<file path="src/rtl/tli4970_spi_responder.sv">
// ----------------------------------------------------------------------------
// tli4970_spi_responder
//
// Emulates a TLI4970 current sensor as an SPI mode-0 responder (CPOL 0,
// CPHA 0) in the system clock domain. The 16-bit frame is snapshotted when
// chip select is asserted and shifted out MSB first. The master samples on
// SCK rising edges; MISO advances on SCK falling edges.
//
// Frame word:
//   value frame  : {1'b0, P, ocd_i, current_i[12:0]}
//   status frame : {1'b1, P, 1'b0,  status_i[12:0]}
//   P makes the 16-bit word carry an even number of ones.
//
// Optional feature macro: TLI4970_PARITY_EN
//   defined   -> bit 14 carries the even-parity bit P.
//   undefined -> bit 14 is always 0 and no parity logic is built.
//
// Parameters:
//   SYNC_STAGES    synchroniser depth on spi_sck_i / spi_ssel_i (>= 2)
//
// Ports:
//   CLK             in   system clock (32 MHz)
//   reset           in   synchronous active-high reset
//   spi_sck_i       in   SPI clock, asynchronous, idles low
//   spi_ssel_i      in   chip select, asynchronous, active low
//   spi_miso_o      out  serial data to the master, MSB first
//   spi_miso_oe     out  MISO output enable, high while a frame is selected
//   current_i       in   13-bit signed current value
//   ocd_i           in   over-current-detect flag (value frame)
//   status_valid_i  in   selects a status frame at snapshot time
//   status_i        in   13-bit status code (status frame)
//   frame_done_o    out  1-cycle pulse: frame ended after exactly 16 SCK rises
//   frame_abort_o   out  1-cycle pulse: frame ended with any other rise count
//   frame_count_o   out  number of completed frames, wraps at 0xFFFF
// ----------------------------------------------------------------------------
module tli4970_spi_responder #(
  parameter int SYNC_STAGES = 2
) (
  input  logic        CLK,
  input  logic        reset,
  input  logic        spi_sck_i,
  input  logic        spi_ssel_i,
  output logic        spi_miso_o,
  output logic        spi_miso_oe,
  input  logic [12:0] current_i,
  input  logic        ocd_i,
  input  logic        status_valid_i,
  input  logic [12:0] status_i,
  output logic        frame_done_o,
  output logic        frame_abort_o,
  output logic [15:0] frame_count_o
);

  typedef enum logic [1:0] {
    WAIT_HIGH = 2'd0,
    IDLE      = 2'd1,
    SHIFT     = 2'd2
  } state_t;

  localparam logic [4:0] RISE_FULL = 5'd16;
  localparam logic [4:0] RISE_MAX  = 5'd31;

`ifdef TLI4970_PARITY_EN
  // Even parity over the 15 payload bits: P is set when they hold an odd
  // number of ones, so the full word always carries an even count.
  function automatic logic even_parity(input logic [14:0] payload);
    even_parity = ^payload;
  endfunction
`endif

  logic [SYNC_STAGES-1:0] r_sck_sync;
  logic [SYNC_STAGES-1:0] r_ssel_sync;
  logic                   r_sck_d;
  logic                   r_ssel_d;

  logic                   w_sck;
  logic                   w_ssel;
  logic                   w_sck_rise;
  logic                   w_sck_fall;
  logic                   w_ssel_rise;
  logic                   w_ssel_fall;

  logic                   w_bit15;
  logic                   w_bit13;
  logic [12:0]            w_payload;
  logic                   w_par;
  logic [15:0]            w_word;

  state_t                 r_state;
  logic [15:0]            r_shift;
  logic [4:0]             r_rise_cnt;
  logic                   r_miso;
  logic                   r_miso_oe;
  logic                   r_done;
  logic                   r_abort;
  logic [15:0]            r_frame_cnt;

  // ---- synchroniser stage: SPI pins into the CLK domain ----
  // The ssel chain resets low so that WAIT_HIGH only leaves once a genuine
  // high level on the pin has propagated through, never on a reset artefact.
  always_ff @(posedge CLK) begin
    if (reset) begin
      r_sck_sync  <= '0;
      r_ssel_sync <= '0;
      r_sck_d     <= 1'b0;
      r_ssel_d    <= 1'b0;
    end else begin
      r_sck_sync  <= {r_sck_sync[SYNC_STAGES-2:0], spi_sck_i};
      r_ssel_sync <= {r_ssel_sync[SYNC_STAGES-2:0], spi_ssel_i};
      r_sck_d     <= r_sck_sync[SYNC_STAGES-1];
      r_ssel_d    <= r_ssel_sync[SYNC_STAGES-1];
    end
  end

  assign w_sck       = r_sck_sync[SYNC_STAGES-1];
  assign w_ssel      = r_ssel_sync[SYNC_STAGES-1];
  assign w_sck_rise  =  w_sck  & ~r_sck_d;
  assign w_sck_fall  = ~w_sck  &  r_sck_d;
  assign w_ssel_rise =  w_ssel & ~r_ssel_d;
  assign w_ssel_fall = ~w_ssel &  r_ssel_d;

  // ---- frame assembly: combinational word captured at snapshot ----
  assign w_bit15   = status_valid_i;
  assign w_bit13   = status_valid_i ? 1'b0 : ocd_i;
  assign w_payload = status_valid_i ? status_i : current_i;

`ifdef TLI4970_PARITY_EN
  assign w_par = even_parity({w_bit15, w_bit13, w_payload});
`else
  assign w_par = 1'b0;
`endif

  assign w_word = {w_bit15, w_par, w_bit13, w_payload};

  // ---- frame FSM: snapshot, shift-out and frame bookkeeping ----
  always_ff @(posedge CLK) begin
    if (reset) begin
      r_state     <= WAIT_HIGH;
      r_shift     <= '0;
      r_rise_cnt  <= '0;
      r_miso      <= 1'b1;
      r_miso_oe   <= 1'b0;
      r_done      <= 1'b0;
      r_abort     <= 1'b0;
      r_frame_cnt <= '0;
    end else begin
      r_done  <= 1'b0;
      r_abort <= 1'b0;
      case (r_state)
        WAIT_HIGH: begin
          r_miso    <= 1'b1;
          r_miso_oe <= 1'b0;
          if (w_ssel) begin
            r_state <= IDLE;
          end
        end

        IDLE: begin
          r_miso    <= 1'b1;
          r_miso_oe <= 1'b0;
          if (w_ssel_fall) begin
            r_shift    <= w_word;
            r_miso     <= w_word[15];
            r_miso_oe  <= 1'b1;
            r_rise_cnt <= '0;
            r_state    <= SHIFT;
          end
        end

        SHIFT: begin
          // End of frame wins over any SCK edge seen in the same cycle.
          if (w_ssel_rise) begin
            r_state   <= IDLE;
            r_miso    <= 1'b1;
            r_miso_oe <= 1'b0;
            if (r_rise_cnt == RISE_FULL) begin
              r_done      <= 1'b1;
              r_frame_cnt <= r_frame_cnt + 16'd1;
            end else begin
              r_abort <= 1'b1;
            end
          end else begin
            if (w_sck_rise && (r_rise_cnt != RISE_MAX)) begin
              r_rise_cnt <= r_rise_cnt + 5'd1;
            end
            // Zero fill means an overrunning master reads 0 after bit 0.
            if (w_sck_fall) begin
              r_shift <= {r_shift[14:0], 1'b0};
              r_miso  <= r_shift[14];
            end
          end
        end

        default: begin
          r_state   <= WAIT_HIGH;
          r_miso    <= 1'b1;
          r_miso_oe <= 1'b0;
        end
      endcase
    end
  end

  assign spi_miso_o    = r_miso;
  assign spi_miso_oe   = r_miso_oe;
  assign frame_done_o  = r_done;
  assign frame_abort_o = r_abort;
  assign frame_count_o = r_frame_cnt;

endmodule
</file>
<file path="config.mk">
export PLATFORM = sky130hd
export DESIGN_NAME = tli4970_spi_responder
export DESIGN_NICKNAME = d
export VERILOG_FILES = /design/src/rtl/tli4970_spi_responder.sv
export SDC_FILE = /design/constraint.sdc
export NUM_CORES = 1
export LEC_CHECK = 0
export CORE_AREA = 2 2 79 81
export DETAILED_ROUTE_END_ITERATION = 6
export DIE_AREA = 0 0 81 83
export PLACE_DENSITY = 0.77
export SETUP_SLACK_MARGIN = 0.2
export SLEW_MARGIN = 20
export SYNTH_ARGS = -nofsm -noshare
export SYNTH_HDL_FRONTEND = slang
export SYNTH_SLANG_ARGS = --single-unit
export TNS_END_PERCENT = 100
</file>
<file path="constraint.sdc">
create_clock -name CLK -period 1.9 [get_ports CLK]
set_input_delay 0.38 -clock CLK [delete_from_list [all_inputs] [get_ports CLK]]
set_output_delay 0.38 -clock CLK [all_outputs]
set_load 0.005 [all_outputs]
</file>
### After elaboration in Yosys (flattened, before gate mapping)

Cells that the tools add are included.

| word-level totals | value |
|---|---|
| ROM bits | 0 |
| memories kept | 0 |
| RAM bits | 0 |
| bits of input ports | 32 |
| word-level logic and storage cells | 66 |
| output and inout bits | 20 |
| bits in latches | 0 |
| register bits after elaboration | 48 |

| cells by class | value |
|---|---|
| shift-type cells | 0 |
| bitwise operators | 10 |
| $add $sub $neg | 2 |
| equality and inequality tests | 11 |
| multipliers | 0 |
| mux-type cells | 23 |
| reductions and logical operators | 8 |
| magnitude comparators | 0 |
| divide/modulo/power cells | 0 |

Operators with widths:

| operator | number |
|---|---|
| 15-bit two-way mux | 3 |
| 15-bit one-hot mux with 2 select lines | 1 |
| 16-bit by 1-bit adder with 16-bit output, second input constant | 1 |
| 5-bit two-way mux | 3 |
| 13-bit two-way mux | 1 |
| 2-bit inequality test, second input constant | 6 |
| 5-bit one-hot mux with 2 select lines | 1 |
| 1-bit two-way mux | 8 |
| 4-bit AND reduction | 2 |
| 2-bit two-way mux | 3 |
| 1-bit NOT | 6 |
| 2-bit one-hot mux with 3 select lines | 1 |
| 3-bit AND reduction | 2 |
| 5-bit by 1-bit adder with 5-bit output, second input constant | 1 |
| 5-bit equality test, second input constant | 1 |
| 5-bit inequality test, second input constant | 1 |
| 1-bit bitwise AND | 4 |
| 1-bit one-hot mux with 2 select lines | 2 |
| 3-bit inequality test, second input constant | 1 |
| 3-bit OR reduction | 1 |
| 2-bit by 1-bit equality test with 1-bit output, second input constant | 1 |
| 2-bit equality test, second input constant | 1 |
| 2-bit zero test | 1 |
| 2-bit nonzero test | 1 |
| 1-bit logical AND | 1 |

### Depth between registers and ports, before layout

Gate-level depths: netlist of the first run.

| logic depth | value |
|---|---|
| depth in word-level cells | 6 |
| gate-level depth with buffers | 9 |
| gate-level depth less buffers | 7 |

### Least setup slack after synthesis of the first run

OpenSTA, ideal clock, no wires.

| path | value |
|---|---|
| kind | reg2reg |
| start point | reg r_rise_cnt[0] |
| end point | reg r_rise_cnt[2] |
| data arrival time | 1.806 ns |
| path buffers | 0 |
| library setup time | 0.117 ns |
| path slack | -0.024 ns |
| cell stages (with the launch flop) | 8 |
| required time | 1.783 ns |
| period minus slack after synthesis | 1.924 ns |
| cells stage by stage | dfxtp_1 > ha_1 > and3_1 > ha_1 > nand4bb_1 > a221oi_4 > o21ai_0 > a32o_1 |

| between the ends | value |
|---|---|
| longest elaborated chain between the ends | 4 |
| elaborated cells on any way between the ends | 8 |
| those cells by class | 1 x add/sub; 2 x eq/ne; 3 x mux; 2 x reduce/logical |

Ends and longest elaborated chain:

| element | line | source |
|---|---|---|
| start, declared | 91 | `logic [4:0] r_rise_cnt;` |
| start signal, assigned | 184 | `r_rise_cnt <= r_rise_cnt + 5'd1;` |
| 5-bit by 1-bit adder with 5-bit output / 5-bit inequality test (equally long branches) | 184, 183 |  |
| 5-bit two-way mux / 1-bit logical AND (equally long branches) | 183 | `if (w_sck_rise && (r_rise_cnt != RISE_MAX)) begin` |
| 5-bit two-way mux / 2-bit inequality test (equally long branches) | -- |  |
| 5-bit one-hot mux with 2 select lines / 4-bit AND reduction (equally long branches) | -- |  |

Several ways; a longest one is shown, not always the timed one. The select of a mux whose other input is x is not followed.
A chain may end at the register's enable or synchronous reset.

### Final worst setup path of the first run

| path | value |
|---|---|
| start point | reg r_rise_cnt[1] |
| end point | reg r_rise_cnt[3] |

The elaborated chain is that of the path after synthesis.

==> results of run 1 <==
[worst register-to-register path, cell delays in order, from the launching register on]
cell       delay (ns)
dfxtp_4          0.37
ha_4             0.16
and3_4           0.15
ha_4             0.15
nand4bb_4        0.20
a221oi_4         0.32
buf_4            0.17
a21boi_2         0.14
o22ai_1          0.07
[cell usage in the layout (no fill, tap or decap), types with 3 or more instances in the layout]
master,n
buf_4,22
nand2_1,41
dfxtp_2,4
nand4b_1,12
xor2_1,5
or4_1,5
nor2_1,12
clkbuf_8,7
inv_1,7
buf_6,5
o31ai_1,6
or3_1,3
clkdlybuf4s50_1,50
a21oi_1,14
nor2b_1,10
a221o_1,12
nand3_4,3
nand2b_1,8
dfxtp_1,40
mux2_2,13
ha_4,4
mux2i_1,3
buf_12,3
ha_1,3
nand4_1,6
or2_2,3
dfxtp_4,4
nand3_1,9
[where the power goes]
group          total (mW)  switching, mW  internal (mW)
clock               0.812          0.347          0.464
combinational       0.668          0.314          0.355
sequential           1.08         0.0315           1.04
total                2.56          0.693           1.86
[kinds of logic (layout without fill, tap and decap cells)]
logic type,Yosys count,in the layout,share of synthesized area [%]
AO/OA/AOI/OAI,50,50,14.62
flip-flops,48,48,37.07
multiplexers,16,16,6.805
buffers and inverters,32,99,6.129
AND/OR/NAND/NOR,131,132,29.49
XOR/XNOR,6,6,2.027
adder cells (fa/ha/maj),8,8,3.861
[state kept, by name, summed over array words and instances (netlist names), 2 cells and up]
signal / flops
r_rise_cnt: 5
frame_count_o: 16
r_sck_sync: 2
r_ssel_sync: 2
r_state: 2
r_shift: 15
[how the worst min path moves through the flow]
stage | startpoint | to | cells after the start
after detailed placement | r_sck_sync[0] | r_sck_sync[1] | 1
after floorplan | r_sck_sync[0] | r_sck_sync[1] | 1
after CTS | r_sck_sync[0] | r_sck_sync[1] | 1
after global placement | r_ssel_sync[0] | r_ssel_sync[1] | 1
final | r_sck_sync[0] | r_sck_sync[1] | 1
after global routing | r_ssel_sync[0] | r_ssel_sync[1] | 1
[layout make-up]
| class | count | area (um2) | share of cell area (%) |
|---|---|---|---|
| Clock buffer | 7 | 96.34 | 2.626 |
| Clock inverter | 1 | 30.03 | 0.8186 |
| Inverter | 9 | 36.28 | 0.9891 |
| Multi-Input combinational cell | 212 | 1639 | 44.68 |
| Sequential cell | 48 | 980.9 | 26.74 |
| Tap cell | 75 | 93.84 | 2.558 |
| Timing Repair Buffer | 82 | 792.0 | 21.59 |
[per-layer routing]
layer,part of all wire [%],wire length [um],vias up
met5,0,0,-
met3,5.5,367,14
met2,51,3390,81
li1,-,-,1181
met1,42,2762,1135
met4,2.0,131,0
[per-stage QoR]
stage	setup WS (ns)	cells	utilization, %	cell area, um2	setup TNS, ns
after detailed placement	-0.04488	410	55.83	3247	-0.07927
final	0.05855	434	63.08	3669	0
after CTS	0.09077	430	61.27	3563	0
after global placement	0.04589	410	55.83	3247	0
after floorplan	0.1521	291	-	2644	0
after global routing	-0.004614	434	63.08	3669	-0.005862
[repair_timing]
item,in CTS,in global routing
resized for setup,19,22
gates cloned,2,0
setup buffers,10,4
pin swaps,3,5
setup endpoints to repair,30,35
==> flow_metrics.env, run 1 <==
export IMPL_status="finished clean"
export IMPL_synthesis_nets=331
export IMPL_synth_edf_count=0
export IMPL_cp_depth=8
export IMPL_totalPowerFinal_mw=2.555
export IMPL_endpoint_kind="register"
export IMPL_netlist_area_um2=2592
export IMPL_diodes=0
export IMPL_clockBufferDepth=2
export IMPL_numClockSinks=48
export IMPL_routedWlPerCell_um=15.33
export IMPL_syn2layout_area_growth_pct=41.51
export IMPL_syn_avg_cell_area_um2=8.909
export IMPL_drt_total_wl_um=6652
export IMPL_clockRootBuffer="clkbuf_8"
export IMPL_grt_pass1_wl_um=10450
export IMPL_drive_above_1_share_pct=26.46
export IMPL_route_vias_total=2411
export IMPL_antenna_found_initial=0
export IMPL_dieArea_um2=6723
export IMPL_netlist_instances=291
export IMPL_ant_nets=0
export IMPL_grt_max_degree=42
export IMPL_cp_max_fo=5
export IMPL_max_stage_delay_ns=0.37
export IMPL_drt_iter0_markers=123
export IMPL_worstSetupPathType="reg2reg"
export IMPL_slew_violations=0
export IMPL_fillers=525
export IMPL_p_per_area_nw_per_um2=696.6
export IMPL_startpoint="r_rise_cnt[1]"
export IMPL_timing_fmax_mhz=543.1
export IMPL_cellLeakagePower_nw=1.321
export IMPL_cts_max_level=2
export IMPL_dr_pass1_iters=5
export IMPL_synth_warnings=0
export IMPL_synth_top_cell_by_area="dfxtp_1"
export IMPL_port_buffers=51
export IMPL_drc=0
export IMPL_die_width_um=81
export IMPL_cp_slowest_cell="dfxtp_4"
export IMPL_die_h_um=83
export IMPL_ys_types=52
export IMPL_gp_congestion=0.7454
export IMPL_hp_class="reg2reg"
export IMPL_cp_top_family="compound AO/OA/AOI/OAI gates"
export IMPL_core_um2=5816
export IMPL_tightest_slew_ns=0.6719
export IMPL_fin_crit_ns=1.841
export IMPL_worst_path_buf_inv=1
export IMPL_reg2reg_slack_ns=0.06
export IMPL_use_met1_pct=22.29
export IMPL_rows=28
export IMPL_cap_violations=0
export IMPL_use_met3_pct=4.022
export IMPL_skew_ns=0.006115
export IMPL_grt_use_total_pct=19.31
export IMPL_setup_viol=0
export IMPL_ioPinCount=52
export IMPL_cts_tree="done"
export IMPL_grt_pass1_vias=2359
export IMPL_r2r_start="r_rise_cnt[1]"
export IMPL_grt_overflow=0
export IMPL_use_met2_pct=34.34
export IMPL_numCtsBuffers=5
export IMPL_post_route_period_util_pct=96.92
export IMPL_whs_ns=0.4455
export IMPL_async_flop_share_pct=0
export IMPL_synth_top_cell_area_share_pct=37.07
export IMPL_path_cells="ha_4 > and3_4 > ha_4 > nand4bb_4 > a221oi_4 > buf_4 > a21boi_2 > o22ai_1"
export IMPL_initial_core_util_pct=44.58
export IMPL_timing_slew_headroom_pct=55.21
export IMPL_crit_path_end="r_rise_cnt[3]"
export IMPL_rsz0062_at_grt="true"
export IMPL_r2r_end="r_rise_cnt[3]"
export IMPL_clk_latency_ns=0.31
export IMPL_hold_buffers=0
export IMPL_required_ns=2.10
export IMPL_synth_area_top_cells="dfxtp_1 37%, nand2_1 5.9%, mux2_2 5.6%"
export IMPL_worstPathArrival_ns=2.04
export IMPL_nNetsFinal=398
export IMPL_critPathMostFrequentCell="ha_4"
export IMPL_busiest_layer="met2"
export IMPL_ir_drop_mv=0.6039
export IMPL_synth_most_common_cell="dfxtp_1"
export IMPL_clk_pin_slew_ns=0.09
export IMPL_startpoint_type="register"
export IMPL_ys_flop_type="dfxtp_1"
export IMPL_seq_area_frac_synth_pct=37.07
export IMPL_synth_common_cells="48 x dfxtp_1, 41 x nand2_1, 16 x a21oi_1"
export IMPL_hold_viol=0
export IMPL_dpl_hpwl_um=4022
export IMPL_r2r_cells=8
export IMPL_vias_per_cell=5.555
export IMPL_synth_seq_cells=48
Note: power is estimated with default switching activity, not from simulation.
==> run 2: changes to the inputs <==
Settings changed: CORE_AREA 2 2 79 81 to 5 5 82 84, DIE_AREA 0 0 81 83 to 0 0 87 89.
==> flow_metrics.env, run 2 (synthesized netlist as in run 1, its figures left out) <==
export IMPL_worst_path_buf_inv=1
export IMPL_cellLeakagePower_nw=1.343
export IMPL_clk_pin_slew_ns=0.09
export IMPL_final_cell_mix="49 x clkdlybuf4s50_1, 41 x nand2_1, 38 x dfxtp_1"
export IMPL_required_ns=2.14
export IMPL_grt_pass1_wl_um=9984
export IMPL_endpoint_kind="register"
export IMPL_timing_fmax_mhz=553.5
export IMPL_initial_core_util_pct=44.31
export IMPL_routedWlPerCell_um=14.58
export IMPL_tightest_slew_ns=0.6233
export IMPL_dieArea_um2=7743
export IMPL_hold_viol=0
export IMPL_core_um2=5851
export IMPL_rsz0062_at_grt="true"
export IMPL_grt_overflow=0
export IMPL_fillers=500
export IMPL_ir_drop_mv=0.4875
export IMPL_setup_viol=0
export IMPL_ant_nets=0
export IMPL_cp_slowest_cell="dfxtp_4"
export IMPL_dp_cells=410
export IMPL_antenna_found_initial=0
export IMPL_die_h_um=89
export IMPL_drive_above_1_share_pct=30.83
export IMPL_totalPowerFinal_mw=2.393
export IMPL_port_buffers=51
export IMPL_rows=28
export IMPL_dr_pass1_iters=4
export IMPL_cap_violations=0
export IMPL_cp_max_fo=5
export IMPL_skew_ns=0.004307
export IMPL_clk_latency_ns=0.31
export IMPL_post_route_period_util_pct=95.09
export IMPL_critPathMostFrequentCell="ha_4"
export IMPL_p_per_area_nw_per_um2=650.3
export IMPL_grt_pass1_vias=2296
export IMPL_die_width_um=87
export IMPL_diodes=0
export IMPL_fin_crit_ns=1.807
export IMPL_clockBufferDepth=2
export IMPL_grt_max_degree=39
export IMPL_startpoint_type="register"
export IMPL_max_stage_delay_ns=0.37
export IMPL_drt_total_wl_um=6341
export IMPL_largest_reg_flops=16
export IMPL_clockRootBuffer="clkbuf_8"
export IMPL_syn2layout_area_growth_pct=41.94
export IMPL_nNetsFinal=399
export IMPL_vias_per_cell=5.444
export IMPL_route_vias_total=2368
export IMPL_drt_iter0_markers=121
export IMPL_grt_use_total_pct=15.82
export IMPL_hold_buffers=0
export IMPL_numClockSinks=48
export IMPL_cp_top_family="compound AO/OA/AOI/OAI gates"
export IMPL_stdcell_count=435
export IMPL_cts_max_level=2
export IMPL_ioPinCount=52
export IMPL_dpl_hpwl_um=4095
export IMPL_status="finished clean"
export IMPL_layout_commonest_cell="clkdlybuf4s50_1"
export IMPL_gp_congestion=0.8637
export IMPL_worstPathArrival_ns=2.05
export IMPL_numCtsBuffers=5
export IMPL_timing_slew_headroom_pct=58.45
export IMPL_drc=0
export IMPL_path_cells="ha_4 > and3_4 > ha_4 > nand4bb_4 > a221oi_4 > buf_4 > nand3_2 > a21oi_2"
export IMPL_hp_class="reg2reg"
export IMPL_worstSetupPathType="reg2reg"
export IMPL_slew_violations=0
export IMPL_cts_tree="done"
## run 2: cell count changes in the layout (fill, tap and decap cells not counted), moves of 3 or more
| cell | before | now |
|---|---|---|
| a21oi_1 | 14 | 8 |
| a21oi_2 | 2 | 8 |
| buf_4 | 22 | 25 |
| dfxtp_2 | 4 | 7 |
| o31ai_1 | 6 | 3 |
| o31ai_2 | 1 | 4 |
| or4_1 | 5 | 2 |
| or4_4 | 1 | 4 |
## run 2: area by class of cell
| type | instances | area, um2 | area share [%] |
|---|---|---|---|
| clock buffer | 5 | 68.82 | 1.870 |
| clock inverter | 3 | 22.52 | 0.6120 |
| inverter | 9 | 38.79 | 1.054 |
| multi-input combinational | 211 | 1678 | 45.60 |
| sequential | 48 | 980.9 | 26.66 |
| tap | 75 | 93.84 | 2.550 |
| timing repair buffer | 84 | 797.0 | 21.66 |
## run 2: where the power goes
| part | switching (mW) | total (mW) | internal (mW) |
|---|---|---|---|
| combinational | 0.324 | 0.691 | 0.367 |
| sequential | 0.0281 | 1.07 | 1.04 |
| clock | 0.368 | 0.632 | 0.264 |
## run 2: worst paths after layout
| check | slack [ns] | start | to | cells past startpoint |
|---|---|---|---|---|
| max | 0.09 | r_rise_cnt[1] | r_rise_cnt[1] | 8 |
| min | 0.44 | r_ssel_sync[0] | r_ssel_sync[1] | 1 |
| max reg2reg | 0.09 | r_rise_cnt[1] | r_rise_cnt[1] | 8 |
| min reg2reg | 0.44 | r_ssel_sync[0] | r_ssel_sync[1] | 1 |
## run 2: through the flow
stage	cell area, um2	util [%]	hold WS, ns	setup WS (ns)	TNS (ns)
global route	3680	62.90	0.4667	0.02716	0
global placement	3247	55.50	0.4233	0.05597	0
finish	3680	62.90	0.4447	0.09331	0
CTS	3446	58.90	0.4432	0.07594	0
floorplan	2644	-	0.4138	0.1521	0
detailed placement	3247	55.50	0.4204	-0.05668	-0.08293
## run 2: what timing repair did
item / 4_1_cts / 5_1_grt
buffers inserted: 8 / 8
pin swaps: 10 / 11
cloned: 0 / 1
gates resized for setup: 12 / 42
endpoints found under the setup margin: 30 / 36
## run 2: worst reg2reg max path: stages, from the launching register on
cell and delay [ns]:
dfxtp_4 0.37, ha_4 0.16, and3_4 0.15, ha_4 0.14, nand4bb_4 0.20, a221oi_4 0.34
buf_4 0.19, nand3_2 0.08, a21oi_2 0.12
## run 2: layer usage
layer  wire length [um]  GRT usage [%]  share of wire [%]
met2               3084          28.23                 49
met1               2787          18.57                 44
met5                  0              0                  0
met4                 93          5.382                1.5
met3                376          3.779                5.9
